### src/rtl/rr_mux_arbiter.sv
// rr_mux_arbiter: N-channel registered round-robin mux with valid/ready per channel.
// Define RR_MUX_LOCK_EN to hold the grant on one channel until its in_last beat.
module rr_mux_arbiter #(
  parameter int N  = 8,
  parameter int W  = 8,
  parameter int SW = $clog2(N)
) (
  input  logic          clk,
  input  logic          rst_n,
  input  logic [N-1:0]  in_valid,
  input  logic [N*W-1:0] in_data,
  input  logic [N-1:0]  in_last,
  output logic [N-1:0]  in_ready,
  output logic          out_valid,
  output logic [W-1:0]  out_data,
  output logic          out_last,
  output logic [SW-1:0] out_sel,
  output logic [N-1:0]  grant,
  input  logic          out_ready
);
  logic          valid_q, valid_d, last_q, last_d, load_en, xfer, pick_vld;
  logic [W-1:0]  data_q, data_d;
  logic [SW-1:0] sel_q, sel_d, ptr_q, ptr_d, pick, nxt, cand;
  logic [SW:0]   sum;
  logic [N-1:0]  grant_q, grant_d;
`ifdef RR_MUX_LOCK_EN
  logic          lock_q, lock_d;
`endif
  // Scan from the far end back toward ptr so the closest valid channel wins.
  always_comb begin
    pick = '0;
    pick_vld = 1'b0;
    sum = '0;
    cand = '0;
    for (int k = N - 1; k >= 0; k--) begin
      sum = {1'b0, ptr_q} + (SW + 1)'(k);
      cand = (sum >= (SW + 1)'(N)) ? SW'(sum - (SW + 1)'(N)) : sum[SW-1:0];
      if (in_valid[cand]) begin
        pick = cand;
        pick_vld = 1'b1;
      end
    end
`ifdef RR_MUX_LOCK_EN
    if (lock_q) begin
      pick = sel_q;
      pick_vld = in_valid[sel_q];
    end
`endif
  end
  assign load_en  = !valid_q || out_ready;
  assign xfer     = load_en && pick_vld;
  assign in_ready = xfer ? N'(1) << pick : '0;
  assign nxt      = (pick == SW'(N - 1)) ? '0 : pick + 1'b1;
  always_comb begin
    valid_d = valid_q;
    data_d  = data_q;
    last_d  = last_q;
    sel_d   = sel_q;
    grant_d = grant_q;
    ptr_d   = ptr_q;
`ifdef RR_MUX_LOCK_EN
    lock_d  = lock_q;
`endif
    if (xfer) begin
      valid_d = 1'b1;
      data_d  = in_data[pick*W +: W];
      last_d  = in_last[pick];
      sel_d   = pick;
      grant_d = N'(1) << pick;
`ifdef RR_MUX_LOCK_EN
      lock_d  = !in_last[pick];
      ptr_d   = in_last[pick] ? nxt : ptr_q;
`else
      ptr_d   = nxt;
`endif
    end else if (out_ready) begin
      valid_d = 1'b0;
      grant_d = '0;
    end
  end
  always_ff @(posedge clk or negedge rst_n) begin
    if (!rst_n) begin
      valid_q <= 1'b0;
      data_q  <= '0;
      last_q  <= 1'b0;
      sel_q   <= '0;
      grant_q <= '0;
      ptr_q   <= '0;
`ifdef RR_MUX_LOCK_EN
      lock_q  <= 1'b0;
`endif
    end else begin
      valid_q <= valid_d;
      data_q  <= data_d;
      last_q  <= last_d;
      sel_q   <= sel_d;
      grant_q <= grant_d;
      ptr_q   <= ptr_d;
`ifdef RR_MUX_LOCK_EN
      lock_q  <= lock_d;
`endif
    end
  end
  assign out_valid = valid_q;
  assign out_data  = data_q;
  assign out_last  = last_q;
  assign out_sel   = sel_q;
  assign grant     = grant_q;
endmodule

### config.mk
export PLATFORM = sky130hd
export DESIGN_NAME = rr_mux_arbiter
export DESIGN_NICKNAME = d
export VERILOG_FILES = /design/src/rtl/rr_mux_arbiter.sv
export SDC_FILE = /design/constraint.sdc
export NUM_CORES = 1
export LEC_CHECK = 0
export ABC_CLOCK_PERIOD_IN_PS = 5980
export CELL_PAD_IN_SITES_DETAIL_PLACEMENT = 0
export CELL_PAD_IN_SITES_GLOBAL_PLACEMENT = 1
export CORE_UTILIZATION = 32
export CTS_BUF_LIST = sky130_fd_sc_hd__clkbuf_8
export CTS_CLUSTER_DIAMETER = 120
export DETAILED_ROUTE_END_ITERATION = 12
export PLACE_DENSITY_LB_ADDON = 0.1
export SETUP_SLACK_MARGIN = 0.02
export SLEW_MARGIN = 20
export SYNTH_ARGS = -nofsm -noshare
export SYNTH_HDL_FRONTEND = slang
export SYNTH_SLANG_ARGS = --single-unit
### constraint.sdc
create_clock -name clk -period 5.98 [get_ports clk]
set_input_delay 1.495 -clock clk [delete_from_list [all_inputs] [get_ports clk]]
set_output_delay 1.495 -clock clk [all_outputs]
set_load 0.1 [all_outputs]
# --- Yosys cells after proc, flatten, opt, wreduce, memory -nomap -nowiden ---
# Index checks and enable logic that the tools add are counted.
word_totals:
  in_bits: 83
  output_inout_bits: 29
  ff_bits: 24
  wordCells: 94
classes:
  shifts: 2
  eq_ne: 1
  n_addsub: 16
  n_reduce_logical: 4
  magnitude_cmp: 17
  n_mux: 48
op_table:
  columns: ["op", "count"]
  rows:
  - ["64-bit by 7-bit indexed part select with 8-bit output", 1]
  - ["3-bit 2-to-1 mux", 17]
  - ["3-bit by 4-bit less-than comparator with 1-bit output (second input constant)", 9]
  - ["4-bit greater-or-equal comparator (second input constant)", 7]
  - ["1-bit binary-select mux with 3-bit select", 9]
  - ["8-bit 2-to-1 mux", 3]
  - ["3-bit by 1-bit subtractor with 3-bit output (second input constant)", 8]
  - ["1-bit 2-to-1 mux", 19]
  - ["3-bit by 3-bit adder with 4-bit output (second input constant)", 4]
  - ["3-bit by 2-bit adder with 4-bit output (second input constant)", 2]
  - ["1-bit by 3-bit << shifter with 8-bit output (first input constant)", 1]
  - ["3-bit by 1-bit adder with 4-bit output (second input constant)", 1]
  - ["3-bit by 4-bit greater-or-equal comparator with 1-bit output (second input constant)", 1]
  - ["3-bit by 1-bit adder with 3-bit output (second input constant)", 1]
  - ["3-bit == test (second input constant)", 1]
  - ["2-bit nonzero test", 1]
  - ["1-bit logical AND", 1]
  - ["1-bit zero test", 1]
  - ["1-bit logical OR", 1]

# --- Depth between registers and ports, before layout ---
depth:
  ltp_word: 15
  mapped_depth: 16
  depth_no_buf: 11

# --- Worst setup path before layout ---
# OpenSTA, ideal clock, no wires.
synth_timing:
  kind: "input to output"
  startpoint: "in in_valid[3]"
  endpoint: "out in_ready[1]"
  cell_stages: 8
  n_path_buf: 0
  path_slack_ps: -214
  required_ps: 4485
  t_arrival_ps: 4699
  path_cell_list: "mux4_2 > mux2i_4 > o311ai_1 > o221a_1 > or3_1 > a32oi_2 > o21ai_1 > nor2_1"
synth_via:
  elab_chain_cells: 12
  elab_cells_between_ends: 35
  classes_between: "shift: 1; mux: 33; reduce/logical: 1"
synth_lines:
  columns: ["item", "line", "rtl"]
  rows:
  - ["start, declared", "10", "input logic [N-1:0] in_valid,"]
  - ["1-bit binary-select mux with 3-bit select", "38", "if (in_valid[cand]) begin"]
  - ["1-bit 2-to-1 mux (not written as such)", "38", null]
  - ["3-bit 2-to-1 mux / 1-bit 2-to-1 mux (equally long branches) (8 in series)", "38", null]
  - ["1-bit by 3-bit << shifter with 8-bit output / 1-bit logical AND (equally long branches)", "52, 51", null]
  - ["8-bit 2-to-1 mux (*)", "52", "assign in_ready = xfer ? N'(1) << pick : '0;"]
  - ["end, declared", "13", "output logic [N-1:0] in_ready,"]
# Mark *: on every way between the ends. The rest lies on a longest branch, timed or not. The select of a mux whose other input is x is not followed.

# --- Worst setup path in the final report ---
layout_timing:
  startpoint: "in in_valid[2]"
  endpoint: "out in_ready[0]"
# Same word-level chain as after synthesis.

==> qor.csv <==
metric,value,unit
outcome,"complete, no violations",
hold_path_depth,1,
cp_slowest_cell,mux4_2,
worst_slew_pin_slew,1.01,ns
finalHoldViolCount,0,
yosysUniqueCellTypes,52,
synth.avg_cell_area,9.84,um2
path_buf_inv,3,
worst-path-max-fanout,8,
endpoint_kind,primary output,
drive_above_1_share,0.295,
hold_class,flop to flop,
overflow,0,
routedWlPerCell,16.5,um
crit_chain,"dlymetal6s2s_1, mux4_2, mux2i_4, o311ai_1, o221a_1, or3_1, a32oi_2, buf_4, nand2_1, nor2_4, buf_12",
synthToLayoutAreaGrowth,58.4,%
antenna_cells,0,
pin_count,112,
slew_violations,0,
grt_use_total,0.187,
h-tree-depth,1,
rows,31,
reg2regPathDepth,12,
synth_top_cells_by_count,"mux2_2 (35), nand2_1 (29), dfrtp_1 (24), o22ai_1 (18), nor2_1 (17)",
critPathRequiredTime,4.49,ns
critPathTopFamily,multiplexers,
netlist_top_cells_area,"dfrtp_1 (24%), mux2_2 (16%), mux4_2 (8.9%)",
die_area,8230,um2
path_depth,11,
post-route-period-util,0.935,
vias_per_cell,5.28,
hpwl,6.14,mm
yosysMostFrequentCell,mux2_2,
grt_pass1_vias,2442,
arrival,4.10,ns
synth_top_area_frac,0.238,
clk_latency,0.26,ns
drc,0,
cpPeakStageDelay,0.55,ns
vias,2490,
clkSinkCount,24,
rsz0062_at_grt,no,
drtIter0Drc,158,
synth.largest_area_cell,dfrtp_1,
root_buffer,clkbuf_8,
synth-edff-count,0,
hold_buffers,0,
synth.net_count,341,
fmax,179,MHz
gp_congestion,0.834,
final-setup-viol-count,0,
path_clk_slew,0.08,ns
drt-total-wl,7.77,mm
skew,0.00436,ns
finalNetCount,459,
ys_dominant_reg_cell,dfrtp_1,
die_h,90.7,um
grt_max_degree,28,
start_util,0.338,
clock_path_buffers,2,
fin_ws,0.388,ns
antenna_found_initial,0,
die_w,90.7,um
antenna_left,0,
cts_tree,built,
syn_area,2520,um2
crit_type,primary input to primary output,
yosys_warnings,0,
synth_seq_cells,24,
drv_cap,0,
cts_buffers,3,
grt_pass1_wl,12.3,mm
portBuffers,111,
syn_inst,256,
core-area,7450,um2
yosysSeqAreaShare,0.238,
drtPass1Iterations,4,
worstSetupStartpointType,primary input,
async_reset_ff_frac,1.00,
fin_crit,5.59,ns
pre_cts_slack,0.0297,ns
relSlewSlack,0.325,
## placed cells by master, fill, tap and decap left out, types with 2 or more instances in the layout
| cell type | netlist | routed |
|---|---|---|
| clkdlybuf4s50_1 | 0 | 95 |
| mux2_2 | 35 | 35 |
| nand2_1 | 29 | 29 |
| dfrtp_1 | 24 | 24 |
| o22ai_1 | 18 | 18 |
| buf_4 | 1 | 18 |
| mux4_2 | 10 | 10 |
| nor2_1 | 17 | 9 |
| o31ai_2 | 9 | 9 |
| a21o_1 | 8 | 8 |
| mux2i_1 | 8 | 8 |
| dlymetal6s2s_1 | 0 | 8 |
| buf_12 | 0 | 8 |
| inv_1 | 7 | 7 |
| mux2_4 | 7 | 7 |
| o21ai_0 | 6 | 6 |
| nor2_2 | 1 | 6 |
| nand2b_1 | 5 | 5 |
| clkbuf_8 | 0 | 4 |
| a22oi_1 | 4 | 3 |
| o21a_1 | 3 | 3 |
| nand3_1 | 3 | 3 |
| or3_1 | 3 | 3 |
| nor3_1 | 3 | 3 |
| nand2_2 | 3 | 3 |
| nor2_4 | 0 | 3 |
| o21ai_1 | 3 | 3 |
| nor4_1 | 2 | 2 |
| a21oi_1 | 2 | 2 |
| a31oi_1 | 2 | 2 |
| a211o_1 | 2 | 2 |
| a2111oi_0 | 2 | 2 |
| xnor2_1 | 2 | 2 |
| o311ai_1 | 2 | 2 |
| ha_1 | 2 | 2 |
## final timing paths
path	startpoint	to	slack, ns
min reg2reg	grant[2]	grant[2]	0.48
min in group asynchronous	rst_n	out_data[4]	1.59
max	in_valid[2]	in_ready[0]	0.39
max in group asynchronous	rst_n	grant[7]	4.14
max reg2reg	ptr_q[0]	out_data[2]	1.92
min	grant[2]	grant[2]	0.48
## metrics by stage
step,utilization,setup TNS (ns),area (um2),cells,hold slack (ns)
after global routing,0.536,0,3990,472,0.508
after floorplan,-,-0.413,2530,256,0.870
after detailed placement,0.521,0,3880,467,0.467
after global placement,0.521,0,3880,467,0.460
after CTS,0.528,0,3940,471,0.490
final,0.536,0,3990,472,0.484
## cell families (layout without fill, tap and decap cells)
group	after synthesis	in the layout	synth area share
buf+inv	23	140	0.0507
flops	24	24	0.238
xor+xnor	3	3	0.0104
fa+ha+maj	2	2	0.00993
simple gates	71	71	0.129
compound gates	71	71	0.223
mux	62	62	0.339
## worst register-to-register path: stages, from the launching register on
cell	delay [ns]
dfrtp_1	0.43
buf_4	0.23
ha_1	0.27
xnor2_1	0.51
mux2_2	0.42
o311ai_1	0.37
o211ai_2	0.16
mux2i_1	0.20
nor2_4	0.17
buf_4	0.35
mux2_2	0.40
o22ai_1	0.31
o31ai_2	0.11
## registers in the layout, summed over array words and instances, names as in the netlist
register   cells
out_data       8
grant          8
out_sel        3
out_last       1
ptr_q          3
out_valid      1
## cell type report
cell class / count / area (um2)
flip-flops and latches: 24 / 601
well taps: 99 / 124
multi-input cells: 209 / 1840
clock buffers: 4 / 55.1
inverters: 7 / 26.3
repair buffers: 129 / 1350
fillers: 691 / 3460
## routing by layer
layer | share of wire | wire length (um) | GRT usage
met3 | 0.055 | 424 | 0.0286
met2 | 0.47 | 3690 | 0.305
met4 | 0.012 | 91 | 0.0444
met5 | 0 | 0 | 0
met1 | 0.46 | 3560 | 0.257
## what timing repair did
item	4_1_cts	5_1_grt
resized for setup	0	14
buffers inserted	0	1
setup endpoints to repair	0	8
Power is not shown: default switching activity piles up to over one toggle a cycle in this logic, so the estimate is an artifact.
